<file path="src/rtl/hr_pkg.sv">
// Shared definitions for the heart-rate measurement controller: FSM states and
// default parameter values.
package hr_pkg;

    localparam int REFRACT_CYC_DEF = 25_000_000;
    localparam int CNT_W_DEF       = 8;

    typedef enum logic [1:0] {
        ST_IDLE  = 2'd0,
        ST_CLEAR = 2'd1,
        ST_COUNT = 2'd2,
        ST_DONE  = 2'd3
    } state_t;

endpackage

</file>
<file path="src/rtl/hr_beat_det.sv">
// Beat detector: 2-FF synchronizer, rising-edge detector and refractory timer.
// A beat strobe is issued only while armed and the refractory timer is idle.
module hr_beat_det
    import hr_pkg::*;
#(
    parameter int REFRACT_CYC = REFRACT_CYC_DEF
) (
    input  logic clk,
    input  logic rst,
    input  logic pulse_in,
    input  logic arm,
    output logic beat
);

    localparam int RW = (REFRACT_CYC > 1) ? $clog2(REFRACT_CYC) : 1;
    localparam logic [RW-1:0] RELOAD = RW'(REFRACT_CYC - 1);

    logic          sync_a;
    logic          sync_b;
    logic          sync_d;
    logic [RW-1:0] refr;
    logic          rise;

    assign rise = sync_b & ~sync_d;
    // Edges seen while the timer runs are dropped without reloading it.
    assign beat = rise & arm & (refr == '0);

    always_ff @(posedge clk or negedge rst) begin
        if (!rst) begin
            sync_a <= 1'b0;
            sync_b <= 1'b0;
            sync_d <= 1'b0;
            refr   <= '0;
        end else begin
            sync_a <= pulse_in;
            sync_b <= sync_a;
            sync_d <= sync_b;
            if (beat) begin
                refr <= RELOAD;
            end else if (refr != '0) begin
                refr <= refr - 1'b1;
            end
        end
    end

endmodule

</file>
<file path="src/rtl/hr_meas_ctrl.sv">
// Heart-rate measurement controller: counts beats over a 60 s window supplied
// by an external window counter and reports the count directly as bpm.
module hr_meas_ctrl
    import hr_pkg::*;
#(
    parameter int REFRACT_CYC = REFRACT_CYC_DEF,
    parameter int CNT_W       = CNT_W_DEF
) (
    input  logic             clk,
    input  logic             rst,
    input  logic             start,
    input  logic             abort,
    input  logic             pulse_in,
    input  logic             win_done,
    output logic             en_cont,
    output logic             busy,
    output logic [CNT_W-1:0] bpm,
    output logic             bpm_valid,
    output logic             ovf,
    output logic             no_sig
);

    localparam logic [CNT_W-1:0] CNT_MAX = {CNT_W{1'b1}};

    state_t           state;
    logic [CNT_W-1:0] count;
    logic             sat;
    logic             beat;
    logic [CNT_W-1:0] cnt_inc;
    logic             sat_inc;

    hr_beat_det #(
        .REFRACT_CYC(REFRACT_CYC)
    ) u_beat_det (
        .clk     (clk),
        .rst     (rst),
        .pulse_in(pulse_in),
        .arm     (state == ST_COUNT),
        .beat    (beat)
    );

    // Count including this cycle's beat, so a beat coinciding with win_done lands in bpm.
    always_comb begin
        cnt_inc = count;
        sat_inc = sat;
        if (beat) begin
            if (count == CNT_MAX) begin
                sat_inc = 1'b1;
            end else begin
                cnt_inc = count + 1'b1;
            end
        end
    end

    assign en_cont = (state == ST_COUNT);
    assign busy    = (state != ST_IDLE);

    always_ff @(posedge clk or negedge rst) begin
        if (!rst) begin
            state     <= ST_IDLE;
            count     <= '0;
            sat       <= 1'b0;
            bpm       <= '0;
            bpm_valid <= 1'b0;
            ovf       <= 1'b0;
            no_sig    <= 1'b0;
        end else begin
            bpm_valid <= 1'b0;
            case (state)
                ST_IDLE: begin
                    if (start && !abort) begin
                        state <= ST_CLEAR;
                    end
                end
                ST_CLEAR: begin
                    count <= '0;
                    sat   <= 1'b0;
                    // Hold the window counter disabled until its stale done level drops.
                    if (abort) begin
                        state <= ST_IDLE;
                    end else if (!win_done) begin
                        state <= ST_COUNT;
                    end
                end
                ST_COUNT: begin
                    count <= cnt_inc;
                    sat   <= sat_inc;
                    if (abort) begin
                        state <= ST_IDLE;
                    end else if (win_done) begin
                        state     <= ST_DONE;
                        bpm       <= cnt_inc;
                        ovf       <= sat_inc;
                        no_sig    <= (cnt_inc == '0);
                        bpm_valid <= 1'b1;
                    end
                end
                ST_DONE: begin
                    state <= ST_IDLE;
                end
                default: begin
                    state <= ST_IDLE;
                end
            endcase
        end
    end

endmodule

</file>
<file path="config.mk">
export PLATFORM = sky130hd
export DESIGN_NAME = hr_meas_ctrl
export DESIGN_NICKNAME = d
export VERILOG_FILES = /design/src/rtl/hr_pkg.sv /design/src/rtl/hr_beat_det.sv /design/src/rtl/hr_meas_ctrl.sv
export SDC_FILE = /design/constraint.sdc
export NUM_CORES = 1
export LEC_CHECK = 0
export CORE_AREA = 4 4 98 91
export CTS_CLUSTER_DIAMETER = 30
export DETAILED_ROUTE_END_ITERATION = 8
export DIE_AREA = 0 0 102 95
export MAX_ROUTING_LAYER = met4
export PLACE_DENSITY = 0.53
export SLEW_MARGIN = 20
export SYNTH_ARGS = -nofsm -noshare
export SYNTH_HDL_FRONTEND = slang
export SYNTH_SLANG_ARGS = --single-unit
</file>
<file path="constraint.sdc">
create_clock -name clk -period 2.72 [get_ports clk]
set_input_delay 0.816 -clock clk [delete_from_list [all_inputs] [get_ports clk]]
set_output_delay 0.816 -clock clk [all_outputs]
set_load 0.1 [all_outputs]
</file>
==> results of run 1 <==
==> layout by cell type, fill, tap and decap left out, types with 3 or more instances in the layout <==
cell | Yosys | layout
dfrtp_1 | 50 | 50
nand2_1 | 37 | 37
nor2_1 | 24 | 24
buf_4 | 0 | 23
nand3_1 | 17 | 17
o21ai_0 | 17 | 17
a21oi_1 | 16 | 16
xor2_1 | 14 | 14
inv_1 | 10 | 10
and3_1 | 7 | 7
nor3_1 | 8 | 7
nand4_1 | 7 | 7
nand4b_1 | 7 | 7
ha_1 | 7 | 6
clkbuf_8 | 0 | 6
xnor2_1 | 4 | 4
clkdlybuf4s50_1 | 0 | 4
nor4_1 | 3 | 3
nor4_2 | 3 | 3
mux2i_1 | 3 | 3
or3_1 | 3 | 3
a21o_1 | 3 | 3
==> registers in the layout, summed over array words and instances (netlist names) <==
name,count
u_beat_det.refr,25
bpm,8
count,8
state,2
bpm_valid,1
no_sig,1
ovf,1
sat,1
u_beat_det.sync_a,1
u_beat_det.sync_b,1
u_beat_det.sync_d,1
==> metal layers <==
layer	global-route usage, %	vias to the layer above	wire length [µm]
li1	-	1080	-
met1	19.30	1007	3110
met2	20.02	41	2621
met3	2.585	5	244
met4	5.027	0	68
met5	-	-	0
==> what timing repair did <==
item | 4_1_cts | 5_1_grt
buffers inserted | 0 | 0
endpoints found under the setup margin | 0 | 1
gates resized for setup | 0 | 1
==> critical path: cells and delay by family, from the launching register on <==
family / cells / cell delay, ps
adders and majority gates: 1 / 160
buffers and inverters: 1 / 90
and+or+nand+nor: 4 / 1150
DFF: 1 / 410
AOI/OAI and AO/OA: 2 / 540
==> cell type report <==
cell class	count	area, µm²
clock inverters	1	5.005
multi-input cells	216	1355
fillers	824	4796
flip-flops and latches	50	1251
repair buffers	30	257.7
inverters	10	37.54
clock buffers	7	86.33
well taps	99	123.9
==> power by group <==
group / switching (mW) / internal (mW) / total, mW
Sequential: 0.185 / 0.908 / 1.09
Combinational: 0.455 / 0.268 / 0.723
Clock: 0.240 / 0.206 / 0.446
==> cell families after synthesis <==
group	synth area share [%]
buffers and inverters	3.709
adder cells (fa/ha/maj)	3.245
AND/OR/NAND/NOR	25.82
XOR/XNOR	5.841
multiplexers	1.530
AO/OA/AOI/OAI	13.49
flip-flops	46.36
==> worst max path at each step <==
stage / slack [ps] / start / end
floorplan: 70 / state[0] / no_sig
global placement: 280 / u_beat_det.refr[0] / no_sig
detailed placement: 230 / u_beat_det.refr[0] / no_sig
CTS: 200 / u_beat_det.refr[0] / no_sig
global route: 60 / u_beat_det.refr[0] / no_sig
finish: 290 / u_beat_det.refr[0] / no_sig
==> metrics.yaml, run 1 <==
routing:
  antenna_left: 0
  first_iter_violations: 146
  dr_total_vias: 2133
  via_per_inst: 5.165
  drc: 0
  wire_per_inst_um: 14.64
  wirelength_mm: 6.046
  dr.pass1.iters: 4
floorplanning:
  coreArea_um2: 7913
  fp.dieH_um: 95
  rows: 31
  pin_count: 19
  initial_utilization_pct: 34.11
  die_x_um: 102
  die_area_um2: 9690
yosys:
  synth_area_um2: 2699
  synth_top_cell_area_share_pct: 46.36
  yosysMostFrequentCell: "dfrtp_1"
  synth-async-reset-ratio_pct: 100.0
  synth-seq-area-share_pct: 46.36
  avgSynthCellArea_um2: 9.306
  yosys_warnings: 0
  syn_nets: 303
  synth-seq-cells: 50
  yosys.cell_types.count: 52
  synthTopCellsByCount: "dfrtp_1 (50), nand2_1 (37), nor2_1 (24), nand3_1 (17), o21ai_0 (17)"
  synth.top_cells.by_area: "dfrtp_1 (46%), nand2_1 (5.1%), xor2_1 (4.5%)"
  syn-instance-count: 290
  yosysTopAreaCell: "dfrtp_1"
  ys.flop_type: "dfrtp_1"
  synth-edff-count: 0
setup_path:
  cp.required_ps: 2920
  rrSetupSlack_ps: 290
  r2r_end: "no_sig"
  path_cells: "inv_1, ha_1, nor3b_1, and4b_1, and4_1, nand4_1, o21ba_1, o41ai_2"
  cp_max_fo: 6
  max_stage_delay_ps: 410
  reg2reg_depth: 8
  cp-end-kind: "flip-flop"
  critical_path_class: "reg2reg"
  rr_startpoint: "u_beat_det.refr[0]"
  crit_arrival_ps: 2630
  cpMaxStageDelayCell: "dfrtp_1"
  cp-start-kind: "flip-flop"
power:
  powerDensity_nw_per_um2: 725.5
  totalPowerFinal_mw: 2.261
  p_leak_nw: 1.360
  vdd_drop_max_mv: 0.3053
sta:
  worst_slack_ps: 289.3
  min_period_ps: 2431
  slew_viol_final: 0
  finalHoldViolations: 0
  slew_headroom_pct: 68.93
  finalSetupTns_ps: 0
  max_freq_mhz: 411.4
  fin_skew_ps: 8.150
  post-route-period-util_pct: 89.37
  rsz0062_at_grt: "false"
  worst_pin_slew_ps: 466.0
  hold_slack_ps: 357.3
  setup-violations-final: 0
placed_design:
  routabilityCongestion: 0.8232
  placed_cells: 405
  place_area_um2: 3020
  place_ws_ps: 234.8
  io_buffers: 18
  hpwl_mm: 4.278
finish:
  area_delta_synth_final_pct: 15.48
  final_util_pct: 39.39
  num_antenna_cells: 0
  final_area_um2: 3117
  drive_above_1_share_pct: 13.69
  stdcell_count: 413
  fin_nets: 326
min_path:
  holdPathEnd: "u_beat_det.sync_b"
  hold_start: "u_beat_det.sync_a"
  hold_class: "reg2reg"
  min_path_cells: 0
clock_tree:
  numCtsBuffers: 5
  cts_root_buf: "clkbuf_8"
  cts.htree.levels: 2
  clockBufferDepth: 2
  clk_pin_slew_ps: 90
  clock-sinks: 50
  clkLatencyLatePin_ps: 300
  cts_tree: "done"
  holdBufCountCts: 0
global_route:
  gr-total-overflow: 0
  grt_pass1_wl_mm: 10.31
  grt_pass1_vias: 2141
  grt_antenna_before_repair: 0
  grt_max_degree: 51
  grt_util_all_layers_pct: 13.85
flow_run:
  maxCapViolations: 0
run_status:
  outcome: "completed"
No activity file was read; power rests on OpenSTA's default activity.
==> run 2: changes to the inputs <==
DONT_BUFFER_PORTS = 1   (was default)
PLACE_DENSITY = 0.5   (was 0.53)
==> run 2 against run 1 <==
Compared with the run above: via count fell by 1.1%; wire length rose by 0.28%; non-clock buffer count fell by 6; sequential power barely moved; critical path type unchanged; largest cell class unchanged; largest power group unchanged; highest routed layer unchanged.
==> metrics.yaml, run 2 (synthesis results as in run 1) <==
run_status:
  outcome: "completed"
global_route:
  grt_antenna_before_repair: 0  # unchanged
  grt_max_degree: 51  # unchanged
  grt_pass1_vias: 2000  # -6.6%
  grt_util_all_layers_pct: 13.84  # -0.014 points
  grt_pass1_wl_mm: 10.29  # -0.14%
  gr-total-overflow: 0  # unchanged
sta:
  slew_viol_final: 0  # unchanged
  min_period_ps: 2438  # +7.546 ps
  post-route-period-util_pct: 89.64  # +0.28 points
  setup-violations-final: 0  # unchanged
  hold_slack_ps: 189.6  # -167.7 ps
  slew_headroom_pct: 69.16  # +0.23 points
  max_freq_mhz: 410.1  # -0.31%
  worst_pin_slew_ps: 462.6  # -3.398 ps
  finalSetupTns_ps: 0  # unchanged
  rsz0062_at_grt: "false"
  fin_skew_ps: 10.19  # +2.041 ps
  finalHoldViolations: 0  # unchanged
clock_tree:
  clock-sinks: 50  # unchanged
  clkLatencyLatePin_ps: 310  # about the same
  cts_tree: "done"
  cts.htree.levels: 2  # unchanged
  clockBufferDepth: 2  # unchanged
  holdBufCountCts: 0  # unchanged
  numCtsBuffers: 5  # unchanged
  cts_root_buf: "clkbuf_8"
  clk_pin_slew_ps: 100  # about the same
setup_path:
  critical_path_class: "reg2reg"
  rrSetupSlack_ps: 280  # about the same
  endpoint: "no_sig"
  cp-start-kind: "flip-flop"
  reg2reg_depth: 8  # unchanged
  cpMaxStageDelayCell: "dfrtp_1"
  max_stage_delay_ps: 420  # about the same
  crit_arrival_ps: 2650  # +20 ps
  cp-end-kind: "flip-flop"
  startpoint: "u_beat_det.refr[0]"
  cp_max_fo: 6  # unchanged
  rr_startpoint: "u_beat_det.refr[0]"
  r2r_end: "no_sig"
  path_cells: "inv_1, ha_1, nor3b_1, and4b_1, and4_1, nand4_1, o21ba_1, o41ai_2"
  cp.required_ps: 2930  # about the same
routing:
  wirelength_mm: 6.063  # +0.28%
  drc: 0  # unchanged
  antenna_left: 0  # unchanged
  first_iter_violations: 127  # -13%
  dr_total_vias: 2109  # -1.1%
  wire_per_inst_um: 14.90  # +1.8%
  dr.pass1.iters: 4  # unchanged
  via_per_inst: 5.182  # +0.33%
placed_design:
  hpwl_mm: 4.256  # -0.51%
  routabilityCongestion: 0.8107  # -1.5%
  io_buffers: 0  # -18
  placed_cells: 398  # -1.7%
power:
  clkPwrFrac_pct: 19.9  # +0.2 points
  p_sw_share_pct: 39.66  # +0.74 points
  p_sw_mw: 0.8775  # -0.29%
  comb_power_share_pct: 30.6  # -1.4 points
  internal_power_mw: 1.335  # -3.3%
  vdd_drop_max_mv: 0.4482  # +47%
  powerDensity_nw_per_um2: 728.3  # +0.38%
  p_leak_nw: 1.323  # -2.7%
  p_seq_share_pct: 49.5  # +1.2 points
floorplanning:
  die_area_um2: 9690  # unchanged
  pin_count: 19  # unchanged
  rows: 31  # unchanged
  initial_utilization_pct: 34.11  # unchanged
  die_x_um: 102  # unchanged
  fp.dieH_um: 95  # unchanged
  coreArea_um2: 7913  # unchanged
finish:
  reg_top3: "u_beat_det.refr x25, bpm x8, count x8"
  final_common_cell: "dfrtp_1"
  largest_reg_flops: 25  # unchanged
  fin_nets: 320  # -1.8%
  largest-register: "u_beat_det.refr"
  area_delta_synth_final_pct: 12.56
  num_antenna_cells: 0  # unchanged
  stdcell_count: 407  # -1.5%
  mostFrequentLayoutCells: "dfrtp_1 (50), nand2_1 (37), nor2_1 (24), buf_4 (24)"
  drive_above_1_share_pct: 13.64  # -0.058 points
min_path:
  hold_class: "in2async"
flow_run:
  maxCapViolations: 0  # unchanged
-- run 2: timing repair --
action	4_1_cts	5_1_grt
endpoints found under the hold margin	0	0
resized for setup	0	1
endpoints found under the setup margin	0	1
setup buffers	0	1
-- run 2: per-stage QoR --
stage | power (mW) | utilization [%] | area (µm²) | worst slack (ps)
6_report | 2.212 | 38.39 | 3038 | 281.7
5_1_grt | 2.373 | 38.39 | 3038 | 23.85
4_1_cts | 2.241 | 38.24 | 3025 | 158.1
3_5_place_dp | 1.784 | 37.10 | 2935 | 212.4
3_3_place_gp | 1.776 | 37.10 | 2935 | 224.2
2_1_floorplan | 1.606 | - | 2701 | 68.02
-- run 2: worst min path at each step --
stage	startpoint	endpoint	slack, ps	cells past startpoint
after floorplan	u_beat_det.sync_a	u_beat_det.sync_b	330	0
after global placement	u_beat_det.sync_a	u_beat_det.sync_b	340	0
after detailed placement	u_beat_det.sync_a	u_beat_det.sync_b	340	0
after CTS	rst	u_beat_det.sync_a	180	0
after global routing	rst	u_beat_det.sync_d	160	0
final	rst	u_beat_det.sync_b	190	0
-- run 2: worst max-delay path: cells and delay by family (launching register included) --
family                   cells  cell delay (ps)
AND/OR/NAND/NOR              4             1120
flip-flops                   1              420
adder cells (fa/ha/maj)      1              160
buffers and inverters        1               90
AO/OA/AOI/OAI                2              540
-- run 2: final cells by class --
class,count,area [µm²]
multi-input combinational,216,1355
clock inverter,3,21.27
tap,99,123.9
timing repair buffer,24,180.2
clock buffer,5,68.82
fill,816,4875
inverter,10,37.54
sequential,50,1251
-- run 2: metal layers --
layer | GRT usage, % | vias to the layer above | routed length (µm)
met3 | 2.880 | 6 | 209
met5 | - | - | 0
met4 | 3.934 | 0 | 77
met2 | 19.64 | 27 | 2595
met1 | 19.88 | 1014 | 3181
li1 | - | 1062 | -
-- run 2: power by group through the flow --
stage	registers (mW)	clock network, mW	logic (mW)
after floorplan	1.13	0	0.480
after global routing	1.12	0.495	0.758
after detailed placement	1.11	0	0.677
after CTS	1.09	0.466	0.681
after global placement	1.11	0	0.671
final	1.10	0.441	0.676
==> run 3: changes to the inputs <==
CORE_AREA = 4 4 105 97   (was 4 4 98 91)
DIE_AREA = 0 0 109 101   (was 0 0 102 95)
GPL_TIMING_DRIVEN = 0   (was default)
PLACE_DENSITY = 0.45   (was 0.5)
==> run 3 against run 2 <==
Compared with the run above: first-iteration DRC count down 28%; clock-buffer cell count grew 1; wire length increased by 8.4%; register-to-register slack worse by 120 ps; die area increased by 14%; clock skew hardly changed; sequential share of layout area up 0.15 points; flip-flop and latch count unchanged; combinational power down 13%; design area decreased by 0.37%; critical path type unchanged; largest cell class unchanged.
==> metrics.yaml, run 3 (synthesis results as in run 1) <==
run_status:
  outcome: "completed"
floorplanning:
  fp.dieH_um: 101  # +6.3%
  die_area_um2: 11010  # +14%
  pin_count: 19  # unchanged
  die_x_um: 109  # +6.9%
  coreArea_um2: 9042  # +14%
  rows: 33  # +6.5%
  initial_utilization_pct: 29.85  # -4.3 points
sta:
  slew_headroom_pct: 38.92  # -30 points
  post-route-period-util_pct: 94.03  # +4.4 points
  worst_pin_slew_ps: 916.2  # +453.6 ps
  max_freq_mhz: 391.0  # -4.7%
  hold_slack_ps: 198.4  # +8.823 ps
  slew_viol_final: 0  # unchanged
  worst_slack_ps: 162.4  # -119.4 ps
  setup-violations-final: 0  # unchanged
  finalHoldViolations: 0  # unchanged
  min_period_ps: 2558  # +119.4 ps
  fin_skew_ps: 10.17  # -0.01710 ps
setup_path:
  crit_family: "simple AND/OR/NAND/NOR gates"
  rr_startpoint: "state[0]"
  rrSetupSlack_ps: 160  # -120 ps
  max_stage_delay_ps: 410  # about the same
  cp_max_fo: 10  # +4
  startpoint: "state[0]"
  cp.required_ps: 2920  # about the same
  path_cells: "inv_1, ha_4, buf_6, nor4bb_2, nand4_1, nor4_2, mux2i_1, o211ai_1, o41ai_2"
  r2r_end: "no_sig"
  cp-start-kind: "flip-flop"
  crit_arrival_ps: 2760  # +110 ps
  cp-end-kind: "flip-flop"
  critical_path_class: "reg2reg"
  reg2reg_depth: 9  # +1
  crit_buf_inv: 2  # +1
  cp_num_cells: 9  # +1
  cpMaxStageDelayCell: "dfrtp_1"
finish:
  final_util_pct: 33.47  # -4.9 points
  num_antenna_cells: 0  # unchanged
  largest_reg_flops: 25  # unchanged
  fin_nets: 316  # -1.3%
  stdcell_count: 425  # +4.4%
  drive_above_1_share_pct: 9.901  # -3.7 points
  final_common_cell: "dfrtp_1"
  mostFrequentLayoutCells: "dfrtp_1 (50), nand2_1 (37), nor2_1 (23)"
  largest-register: "u_beat_det.refr"
  area_delta_synth_final_pct: 12.15
  reg_top3: "u_beat_det.refr x25, bpm x8, count x8"
routing:
  dr.pass1.iters: 4  # unchanged
  antenna_left: 0  # unchanged
  via_per_inst: 5.019  # -3.1%
  wire_per_inst_um: 15.46  # +3.8%
  wirelength_mm: 6.572  # +8.4%
  dr_total_vias: 2133  # +1.1%
  drc: 0  # unchanged
  first_iter_violations: 92  # -28%
placed_design:
  placed_cells: 412  # +3.5%
  routabilityCongestion: 0.7919  # -2.3%
  hpwl_mm: 4.613  # +8.4%
  place_ws_ps: -555.9  # -768.3 ps
  io_buffers: 0  # unchanged
power:
  totalPowerFinal_mw: 2.172  # -1.8%
  powerDensity_nw_per_um2: 717.6  # -1.5%
  p_leak_nw: 1.254  # -5.2%
  vdd_drop_max_mv: 0.3548  # -21%
global_route:
  grt_pass1_wl_mm: 11.12  # +8.0%
  grt_antenna_before_repair: 0  # unchanged
  grt_pass1_vias: 2183  # +9.2%
  grt_util_all_layers_pct: 13.15  # -0.69 points
  grt_max_degree: 51  # unchanged
  gr-total-overflow: 0  # unchanged
clock_tree:
  cts_root_buf: "clkbuf_8"
  cts.htree.levels: 2  # unchanged
  cts_tree: "done"
  clock-sinks: 50  # unchanged
  clockBufferDepth: 2  # unchanged
  numCtsBuffers: 5  # unchanged
  clk_pin_slew_ps: 100  # about the same
  clkLatencyLatePin_ps: 300  # about the same
flow_run:
  maxCapViolations: 0  # unchanged
min_path:
  hold_class: "in2async"
run 3: where the power goes:
part | switching, mW | internal (mW)
logic | 0.366 | 0.219
registers | 0.256 | 0.906
clock network | 0.248 | 0.177
run 3: area by class of cell:
type / count / area, µm²
multi-input cells: 216 / 1390
clock buffers: 6 / 72.57
inverters: 10 / 37.54
flip-flops and latches: 50 / 1251
clock inverters: 1 / 7.507
well taps: 122 / 152.6
repair buffers: 6 / 45.04
plain buffers: 14 / 70.07
fillers: 923 / 6016
run 3: metal layers:
layer  vias up  routed length, µm  GRT usage, %
met5         -                  0             -
met4         0                 74         3.495
met3         5                280         2.691
met2        33               2817         19.50
met1      1036               3399         18.27
li1       1059                  -             -
run 3: repair_timing:
item,4_1_cts,5_1_grt
gates resized for setup,5,6
pin swaps,1,3
setup endpoints to repair,21,7
setup buffers,1,5
hold buffers,0,0
run 3: worst max-delay path by stage:
stage / end / slack (ps)
floorplan: no_sig / 70
detailed placement: no_sig / -560
global route: no_sig / -4
CTS: no_sig / 8
global placement: no_sig / -550
finish: no_sig / 160
run 3: stage by stage:
step / area [µm²] / TNS [ps]
2_1_floorplan: 2701 / 0
3_3_place_gp: 2854 / -1769
3_5_place_dp: 2854 / -2163
4_1_cts: 2964 / 0
5_1_grt: 3027 / -3.869
6_report: 3027 / 0
==> RTL change: new RTL, settings of run 3 <==
Set the package constant `CNT_W_DEF` to 10 (it was 8).
--- a/src/rtl/hr_pkg.sv
+++ b/src/rtl/hr_pkg.sv
@@ -3,7 +3,7 @@
 package hr_pkg;
 
     localparam int REFRACT_CYC_DEF = 25_000_000;
-    localparam int CNT_W_DEF       = 8;
+    localparam int CNT_W_DEF       = 10;
 
     typedef enum logic [1:0] {
         ST_IDLE  = 2'd0,
Interface: changed (resized bpm); port bits go from 19 to 21. The function was not compared with the original's and may differ.
==> RTL change against run 3 <==
Wire length is 15% higher. Synthesized cell count is 11% higher. Non-clock buffer count up 6. Setup slack lost 0.10 ns. Core utilization is 5.1 points higher. Synthesized area increased by 15%. Power is 14% higher. Critical path type unchanged. Sequential cell count rose by 4. Largest power group unchanged. Final area increased by 15%.
==> RTL change: results (changes against run 3) <==
stage,metric,value,unit,change
timing,slew margin rel.,39.7,%,+0.75 points
power_and_ir_drop,switch share,40.8,%,+0.77 points
layout,registers with the most flip-flops,"u_beat_det.refr (25), bpm (10), count (10)",,
clock_network,post-cts gate resize count,2,,-3
critical_path,R2R cell count,6,,-3
grt,GR Util met3,3.07,%,+0.38 points
layout,final cell count without fillers,460,,+8.2%
logic_synthesis,sequential area share after synthesis,43.5,%,-2.9 points
grt,largest net degree at the start of global routing,55,,+7.8%
route,Vias/cell,5.29,,+5.4%
placement,DP Cell Count,445,,+8.0%
route,final wirelength,7580,um,+15%
grt,GRT met1 Usage,22.5,%,+4.2 points
logic_synthesis,post-synthesis adder-cell area fraction,2.82,%,-0.43 points
grt,vias in the first global route,2398,,+9.8%
critical_path,critical path peak fanout,8,,-2
route,met2 routed WL,3180,um,+13%
logic_synthesis,top area cells in the synthesized netlist,"dfrtp_1 43%, nand2_1 4.2%, xnor2_1 4.2%, mux2i_1 3.2%, ha_1 2.8%",,
clock_network,Post-CTS Setup Bufs,5,,+4
placement,gpl congestion,0.811,,+2.4%
power_and_ir_drop,Leak,1.39,nW,+10%
critical_path,"slowest stage delay, CP",0.63,ns,+0.22 ns
run_status,status,finished clean,,
route,Routed met3 length,415,um,+48%
critical_path,Worst EP arrival,2.90,ns,+0.14 ns
logic_synthesis,syn_nets,336,,+11%
grt,Total GRT Usage,15.2,%,+2.1 points
grt,first-pass GRT wire length,12800,um,+15%
power_and_ir_drop,Peak VDD IR,0.330,mV,-6.9%
logic_synthesis,most common library cells after synthesis,"54 x dfrtp_1, 35 x nand2_1, 18 x nor2_1",,
timing,Clock Skews,0.0108,ns,+0.000652 ns
logic_synthesis,average instance area after synthesis,9.62,um^2,+3.4%
layout,nets,350,,+11%
[RTL change: cell types whose count changed after synthesis, moves of 6 or more]
cell and change:
mux2i_1 +7, nand3_1 -6, nand4b_1 -7, nor2_1 -6, o31ai_1 +6, xnor2_1 +11
xor2_1 -11
[RTL change: worst max-delay path, delay by kind of cell (launching register included)]
kind	cells	cell delay [ns]
and+or+nand+nor	3	1.40
DFF	1	0.49
AOI/OAI and AO/OA	2	0.54
muxes	1	0.16
[RTL change: worst paths after layout]
| kind | from | endpoint | slack (ns) |
|---|---|---|---|
| min in group clk | u_beat_det.sync_a | u_beat_det.sync_b | 0.36 |
| max in group asynchronous | rst | count[3] | 2.44 |
| worst min-delay path | rst | u_beat_det.refr[19] | 0.19 |
| worst max-delay path | u_beat_det.refr[3] | no_sig | 0.06 |
| worst max register to register | u_beat_det.refr[3] | no_sig | 0.06 |
| worst min register to register | u_beat_det.sync_a | u_beat_det.sync_b | 0.36 |
[RTL change: power groups by stage]
| stage | Combinational, mW | Clock, mW | Sequential [mW] |
|---|---|---|---|
| 2_1_floorplan | 0.562 | 0 | 1.22 |
| 3_3_place_gp | 0.676 | 0 | 1.27 |
| 3_5_place_dp | 0.685 | 0 | 1.27 |
| 4_1_cts | 0.689 | 0.537 | 1.26 |
| 5_1_grt | 0.786 | 0.565 | 1.29 |
| 6_report | 0.697 | 0.505 | 1.27 |
[RTL change: final cells by class]
cell class | count | area (um^2) | share of cell area (%)
inverter | 12 | 45.0 | 1.29
clock inverter | 1 | 8.76 | 0.251
sequential | 54 | 1350 | 38.8
clock buffer | 7 | 96.3 | 2.76
tap | 122 | 153 | 4.38
buffer | 18 | 80.1 | 2.30
timing repair buffer | 8 | 60.1 | 1.72
multi-input combinational | 238 | 1690 | 48.5
